===== src/rtl/weight_update_scheduler_pkg.sv =====
// weight_update_scheduler_pkg: shared types and sizing for the weight-update scheduler.
package weight_update_scheduler_pkg;
  typedef enum logic {IDLE, WRBACK} state_t;
  localparam int ROW_W = 8;
  localparam int GHR_W = 20;
  localparam int WAYS = 4;
  localparam int ENTRY_W = ROW_W + GHR_W;
  localparam int QDEPTH_DEF = 4;
  localparam int STARVE_MAX_DEF = 4;
endpackage


===== src/rtl/weight_update_scheduler_update_fifo.sv =====
// update_fifo: synchronous FIFO of pending {row, history} training requests.
module update_fifo
  import weight_update_scheduler_pkg::*;
#(
  parameter int DEPTH = QDEPTH_DEF,
  parameter int W = ENTRY_W
) (
  input  logic         i_clk,
  input  logic         i_rst_n,
  input  logic         i_push,
  input  logic [W-1:0] i_data,
  input  logic         i_pop,
  output logic [W-1:0] o_head,
  output logic         o_full,
  output logic         o_empty
);
  localparam int AW = $clog2(DEPTH);
  logic [W-1:0] r_mem [DEPTH];
  // Pointers carry one extra wrap bit so full and empty are distinguishable.
  logic [AW:0] r_wr;
  logic [AW:0] r_rd;
  logic w_do_push;
  logic w_do_pop;
  assign o_empty = r_wr == r_rd;
  assign o_full = (r_wr[AW] != r_rd[AW]) && (r_wr[AW-1:0] == r_rd[AW-1:0]);
  assign o_head = r_mem[r_rd[AW-1:0]];
  assign w_do_push = i_push && !o_full;
  assign w_do_pop = i_pop && !o_empty;
  always_ff @(posedge i_clk or negedge i_rst_n) begin
    if (!i_rst_n) begin
      r_wr <= '0;
      r_rd <= '0;
    end else begin
      if (w_do_push) r_wr <= r_wr + 1'b1;
      if (w_do_pop) r_rd <= r_rd + 1'b1;
    end
  end
  always_ff @(posedge i_clk) begin
    if (w_do_push) r_mem[r_wr[AW-1:0]] <= i_data;
  end
endmodule


===== src/rtl/weight_update_scheduler.sv =====
// weight_update_scheduler: arbitrates weight-table port between prediction lookups
// and queued training writebacks, with a starvation bound on pending updates.
module weight_update_scheduler
  import weight_update_scheduler_pkg::*;
#(
  parameter int QDEPTH = QDEPTH_DEF,
  parameter int STARVE_MAX = STARVE_MAX_DEF
) (
  input  logic                  i_fire,
  input  logic                  rst,
  input  logic                  i_predReq,
  input  logic [WAYS*ROW_W-1:0] i_predAddr_32,
  output logic                  o_predGrant,
  output logic                  o_predValid,
  input  logic                  i_updValid,
  input  logic [ROW_W-1:0]      i_updPos_8,
  input  logic [GHR_W-1:0]      i_updGhr_20,
  output logic                  o_updReady,
  output logic                  o_readEn,
  output logic [WAYS*ROW_W-1:0] o_readAddr_32,
  output logic                  o_writeEn,
  output logic [ROW_W-1:0]      o_writeAddr_8,
  output logic [GHR_W-1:0]      o_trainGhr_20,
  output logic                  o_updDone
);
  localparam int SW = $clog2(STARVE_MAX + 1);
  localparam logic [SW-1:0] SMAX = SW'(STARVE_MAX);
  state_t r_state;
  logic [SW-1:0] r_starve;
  logic [ROW_W-1:0] r_pos;
  logic [GHR_W-1:0] r_ghr;
  logic r_pred_valid;
  logic w_full;
  logic w_empty;
  logic [ENTRY_W-1:0] w_head;
  logic [ROW_W-1:0] w_head_pos;
  logic w_idle;
  logic w_forced;
  logic w_grant;
  logic w_pop;
  logic w_push;
  logic w_wb;
  update_fifo #(.DEPTH(QDEPTH), .W(ENTRY_W)) u_fifo (
    .i_clk   (i_fire),
    .i_rst_n (rst),
    .i_push  (w_push),
    .i_data  ({i_updPos_8, i_updGhr_20}),
    .i_pop   (w_pop),
    .o_head  (w_head),
    .o_full  (w_full),
    .o_empty (w_empty)
  );
  assign w_head_pos = w_head[ENTRY_W-1 -: ROW_W];
  // Grants are combinational on the request, so they are gated by reset directly.
  assign w_idle = rst && (r_state == IDLE);
  assign w_forced = !w_empty && (r_starve == SMAX);
  assign w_grant = w_idle && !w_forced && i_predReq;
  assign w_pop = w_idle && !w_grant && !w_empty;
  assign w_push = i_updValid && o_updReady;
  assign w_wb = r_state == WRBACK;
  assign o_updReady = !w_full;
  assign o_predGrant = w_grant;
  assign o_predValid = r_pred_valid;
  assign o_readEn = w_grant || w_pop;
  assign o_readAddr_32 = w_grant ? i_predAddr_32 : w_pop ? {WAYS{w_head_pos}} : '0;
  assign o_writeEn = w_wb;
  assign o_updDone = w_wb;
  assign o_writeAddr_8 = w_wb ? r_pos : '0;
  assign o_trainGhr_20 = w_wb ? r_ghr : '0;
  always_ff @(posedge i_fire or negedge rst) begin
    if (!rst) begin
      r_state <= IDLE;
      r_starve <= '0;
      r_pos <= '0;
      r_ghr <= '0;
      r_pred_valid <= 1'b0;
    end else begin
      r_pred_valid <= w_grant;
      r_state <= w_pop ? WRBACK : IDLE;
      r_starve <= (w_pop || w_empty) ? '0 : (w_grant && r_starve != SMAX) ? r_starve + 1'b1 : r_starve;
      if (w_pop) begin
        r_pos <= w_head_pos;
        r_ghr <= w_head[GHR_W-1:0];
      end
    end
  end
endmodule


===== config.mk =====
export PLATFORM = sky130hd
export DESIGN_NAME = weight_update_scheduler
export DESIGN_NICKNAME = d
export VERILOG_FILES = /design/src/rtl/weight_update_scheduler_pkg.sv /design/src/rtl/weight_update_scheduler_update_fifo.sv /design/src/rtl/weight_update_scheduler.sv
export SDC_FILE = /design/constraint.sdc
export NUM_CORES = 1
export LEC_CHECK = 0
export CAP_MARGIN = 15
export CORE_MARGIN = 4
export CORE_UTILIZATION = 55
export CTS_CLUSTER_DIAMETER = 120
export DETAILED_ROUTE_END_ITERATION = 10
export PLACE_DENSITY = 0.82
export SYNTH_ARGS = -nofsm -noshare
export SYNTH_HDL_FRONTEND = slang
export SYNTH_SLANG_ARGS = --single-unit

===== constraint.sdc =====
create_clock -name i_fire -period 5.4 [get_ports i_fire]
set_input_delay 1.08 -clock i_fire [delete_from_list [all_inputs] [get_ports i_fire]]
set_output_delay 1.08 -clock i_fire [all_outputs]
set_load 0.005 [all_outputs]

# --- Word level (Yosys, flattened, before mapping) ---
# Memory sizes are Yosys's and may differ from the RTL's.
# Cells that the tools add are included.
totals:
  output_inout_bits: 66
  ram_bits: 112
  memories: 1
  in_bits: 64
  elab_cells: 44
  regBits: 39
classes:
  bitwise: 1
  muxes: 9
  addsub: 3
  n_reduce_logical: 18
  n_eq_ne: 5
mem_list:
  columns: ["name", "words", "word_bits", "rd", "rd_clocked_by_memory_dff", "write_ports", "line", "source"]
  rows:
  - ["u_fifo.r_mem", 4, 28, 1, 0, 1, "weight_update_scheduler_update_fifo.sv:18", "logic [W-1:0] r_mem [DEPTH];"]
op_table:
  columns: ["cell", "count"]
  rows:
  - ["$mux 32", 2]
  - ["$mux 20", 1]
  - ["$logic_and 1x1->1", 11]
  - ["$add 3x1->3 const B", 3]
  - ["$mux 8", 1]
  - ["$mux 3", 2]
  - ["$logic_not 1->1", 4]
  - ["$eq 3x3->1", 1]
  - ["$eq 3x3->1 const B", 1]
  - ["$mux 1", 3]
  - ["$ne 3x3->1 const B", 1]
  - ["$eq 2x2->1", 1]
  - ["$logic_or 1x1->1", 2]
  - ["$reduce_bool 2->1", 1]
  - ["$ne 1x1->1", 1]
  - ["$not 1->1", 1]

# --- Depth between registers and ports, before layout ---
depth:
  depth_word: 11
  mapped_depth: 9
  ltp_nobuf: 7

# --- Modules after synthesis ---
# From an unflattened synthesis, not the netlist that was laid out.
unflattened:
  hier_cells: 352
  hier_area_um2: 6403.6
by_module_without_submodules:
  columns: ["mod", "cells_each", "seq_area_each_um2", "area_each_um2", "n_inst"]
  rows:
  - ["update_fifo", 196, 3513.4, 4570.6, 1]
  - ["weight_update_scheduler", 156, 825.8, 1833.0, 1]

# --- Worst setup path after synthesis ---
# No wires, ideal clock.
synth_path:
  kind: "input to output"
  from: "input i_predReq"
  to: "output o_readAddr_32[10]"
  required_ns: 4.320
  stages: 7
  slack_ns: 2.155
  n_path_buf: 2
  arrival_time_ns: 2.165
  path_cell_list: "a21boi_1 or3_1 buf_6 inv_8 buf_12 and2_4 a31o_1"
synth_via:
  elab_chain_len: 6
synth_rtl:
  columns: ["element", "line", "source"]
  rows:
  - ["from (decl)", "weight_update_scheduler.sv:11", "input logic i_predReq,"]
  - ["$logic_and 1x1->1 *", "weight_update_scheduler.sv:57", "assign w_grant = w_idle && !w_forced && i_predReq;"]
  - ["$logic_not 1->1", "weight_update_scheduler.sv:58", "assign w_pop = w_idle && !w_grant && !w_empty;"]
  - ["$logic_and 1x1->1 (2 in a row)", "weight_update_scheduler.sv:58", null]
  - ["$mux 32", "weight_update_scheduler.sv:65", "assign o_readAddr_32 = w_grant ? i_predAddr_32 : w_pop ? {WAYS{w_head_pos}} : '0;"]
  - ["$mux 32 *", "weight_update_scheduler.sv:65", null]
  - ["to (decl)", "weight_update_scheduler.sv:20", "output logic [WAYS*ROW_W-1:0] o_readAddr_32,"]
# Every way passes the cells marked *; elsewhere a longest branch is shown, timed or not.

# --- Final worst setup path ---
layout_path:
  from: "input i_predReq"
  to: "output o_readAddr_32[15]"
# Same word-level chain as after synthesis.

==> flow_metrics.env <==
export IMPL_outcome="finished, final reports clean"
export IMPL_ys_seq_area_share_pct=68.0
export IMPL_min_period_ps=4660
export IMPL_max_cap_viol_count=0
export IMPL_cts_resized=0
export IMPL_die_height_microns=116
export IMPL_postCtsSetupRepairBufs=0
export IMPL_die_area_sq_um=13400
export IMPL_switching_share_pct=27.5
export IMPL_layout_nets=550
export IMPL_tns_ps=0
export IMPL_cp_max_fo=32
export IMPL_cts_made_buffers=17
export IMPL_grt_usage_pct=19.8
export IMPL_cts_clk_slew_worst_paths_ps=50
export IMPL_setup_slack_ps=744
export IMPL_portBuffers=129
export IMPL_cpMaxStageDelayCell="or3_1"
export IMPL_final_layout_size_suffix_gt1_share_pct=19.7
export IMPL_ys_warn_count=0
export IMPL_dp_cells=603
export IMPL_fin_crit_sh_pct=86.2
export IMPL_max_vdd_ir_drop_uv=376
export IMPL_antenna_found_initial=0
export IMPL_wl_mm=12.7
export IMPL_p_sw_mw=1.18
export IMPL_internal_power_mw=3.09
export IMPL_fin_skew_ps=5.81
export IMPL_drt_iter0_drc=163
export IMPL_path_common_cell="clkdlybuf4s50_1"
export IMPL_synth_nets=419
export IMPL_num_vias=3545
export IMPL_rsz0062_at_grt="no"
export IMPL_drtPass1Iterations=4
export IMPL_clkSinkCount=151
export IMPL_clock_power_share_pct=24.8
export IMPL_cts_max_path_buffers=2
export IMPL_power_mw=4.27
export IMPL_grt_pass1_vias=3737
export IMPL_grt_start_max_net_pins=41
export IMPL_final_cells=636
export IMPL_max_slew_margin_pct=35.1
export IMPL_dp_slack_ps=732
export IMPL_postSynthAreaPerCell_sq_um=18.3
export IMPL_wl_per_cell_microns=20.0
export IMPL_clock_latency_ps=410
export IMPL_synth_seq_cells=151
export IMPL_crit_chain="clkdlybuf4s50_1 -> a21boi_1 -> or3_1 -> inv_8 -> and2_1 -> a31o_1 -> clkdlybuf4s50_1"
export IMPL_required_ps=4320
export IMPL_worstMarginPinSlew_ps=974
export IMPL_grt_ovfl_total=0
export IMPL_seq_power_share_pct=40.6
export IMPL_root_buffer="clkbuf_16"
export IMPL_rows=39
export IMPL_min_path_type="register to register"
export IMPL_power_frac_comb_pct=34.6
export IMPL_die_w_microns=116
export IMPL_syn_instance_count=348
export IMPL_dpl_hpwl_mm=7.98
export IMPL_io_pins=130
export IMPL_drc=0
export IMPL_critPathMaxStageDelay_ps=570
export IMPL_final_util_pct=72.9
export IMPL_p_leak_nw=3.04
export IMPL_antenna_left=0
export IMPL_max_freq_mhz=215
export IMPL_area_growth_syn_to_layout_pct=29.9
export IMPL_setup_viol=0
export IMPL_grt_pass1_wl_mm=19.5
export IMPL_design_core_area_sq_um=11400
export IMPL_cp_arrival_ps=3580
export IMPL_htree_levels=4
export IMPL_synth_area_sq_um=6380
export IMPL_finalHoldViolations=0
export IMPL_start_util_pct=56.1
export IMPL_yosysUniqueCellTypes=32
export IMPL_end_kind="output pin"
export IMPL_routed_via_density=5.57
export IMPL_slew_viol_final=0
export IMPL_path_class="input port to output pin"
export IMPL_holdBufCountCts=0
export IMPL_cellPowerDensity_nw_per_um2=515
export IMPL_startpoint_type="input port"
export IMPL_cts_tree="yes"
export IMPL_gp_congestion=0.725
state kept, by name (all words and copies together) (netlist names):
signal        count
o_updDone         1
r_starve          3
o_predValid       1
u_fifo.r_rd       3
r_ghr            20
r_pos             8
u_fifo.r_mem    112
u_fifo.r_wr       3
kinds of logic after synthesis:
logic type	after synthesis	share of synthesized area (%)
AND/OR/NAND/NOR	54	5.45
buffers and inverters	28	2.78
flip-flops	151	68.0
adder cells (fa/ha/maj)	7	1.37
multiplexers	49	14.8
XOR/XNOR	10	1.37
AO/OA/AOI/OAI	49	6.18
cells in the final DEF (no fill, tap or decap), types with 4 or more instances in the layout:
| cell | n |
|---|---|
| edfxtp_1 | 112 |
| mux2_4 | 21 |
| dfrtp_1 | 38 |
| buf_4 | 5 |
| ha_1 | 7 |
| clkinv_2 | 5 |
| xnor2_1 | 5 |
| mux4_2 | 28 |
| and2_2 | 4 |
| and2_4 | 6 |
| clkbuf_16 | 17 |
| clkdlybuf4s50_1 | 128 |
| xor2_1 | 5 |
| a21o_1 | 9 |
| a21oi_1 | 4 |
| and2_1 | 31 |
| a31o_1 | 32 |
| inv_1 | 5 |
cells in the mapped netlist:
library cell	number	share of area (%)
xor2_1	5	0.69
edfxtp_1	112	53
mux4_2	28	9.9
or3_1	1	0.098
o21ai_0	1	0.078
buf_12	1	0.31
nand2_1	3	0.18
nand4b_1	1	0.14
clkbuf_1	12	0.71
nand2_2	1	0.098
inv_1	5	0.29
a21o_1	9	1.1
mux2_4	21	4.9
buf_6	2	0.35
nand3_1	3	0.24
dfrtp_1	39	15
a31o_1	32	4.4
buf_2	3	0.24
inv_8	1	0.18
nor3_2	1	0.16
xnor2_1	5	0.69
and2_1	35	3.4
buf_8	2	0.47
o21ai_1	1	0.078
ha_1	7	1.4
nand2b_1	1	0.098
o31a_1	1	0.14
a21oi_1	4	0.31
buf_4	2	0.24
a21boi_1	1	0.12
and2_4	6	0.82
nor2b_1	2	0.20
power by group through the flow:
stage                     combinational [mW]  clock [mW]  sequential [mW]
final                                   1.48        1.06             1.73
after detailed placement                1.50           0             1.75
after global routing                    1.61        1.13             1.77
after global placement                  1.46           0             1.73
after floorplan                        0.995           0             1.72
after CTS                               1.51        1.08             1.74
layer usage:
layer,vias up,wire length [microns],track usage [%]
met1,1766,4850,22.5
li1,1616,-,-
met4,0,246,7.27
met3,19,1040,5.85
met2,144,6560,35.4
met5,-,0,0
final cells by class:
| class | count | area [sq um] |
|---|---|---|
| inverters | 6 | 30.0 |
| clock buffers | 21 | 460 |
| fillers | 708 | 3080 |
| repair buffers | 134 | 1320 |
| multi-input cells | 169 | 1870 |
| clock inverters | 11 | 81.3 |
| flip-flops and latches | 151 | 4340 |
| well taps | 143 | 179 |
| diodes | 1 | 2.50 |
worst paths after layout:
kind                            cells after the start  slack, ps                    endpoint                  startpoint
worst max register to register                      6       3140        r_pos[7]$_DFFE_PN0P_  u_fifo.r_wr[1]$_DFFE_PN0P_
worst max-delay path                                7        740           o_readAddr_32[15]                   i_predReq
min in group asynchronous                           2        750       o_predValid$_DFF_PN0_                         rst
worst min-delay path                                1        470        r_pos[1]$_DFFE_PN0P_        r_pos[1]$_DFFE_PN0P_
worst min register to register                      1        470        r_pos[1]$_DFFE_PN0P_        r_pos[1]$_DFFE_PN0P_
max in group asynchronous                           2       4250  u_fifo.r_rd[0]$_DFFE_PN0P_                         rst
critical path: cells and delay by family:
| kind | cells | cell delay [ps] |
|---|---|---|
| simple gates | 2 | 860 |
| compound gates | 2 | 340 |
| buf+inv | 3 | 1290 |
metrics by stage:
step	instance area, sq um	hold slack [ps]
floorplan	6380	441
global placement	7740	452
detailed placement	7740	461
CTS	8290	474
global route	8290	496
finish	8290	468
Note: power is estimated with default switching activity, not from simulation.
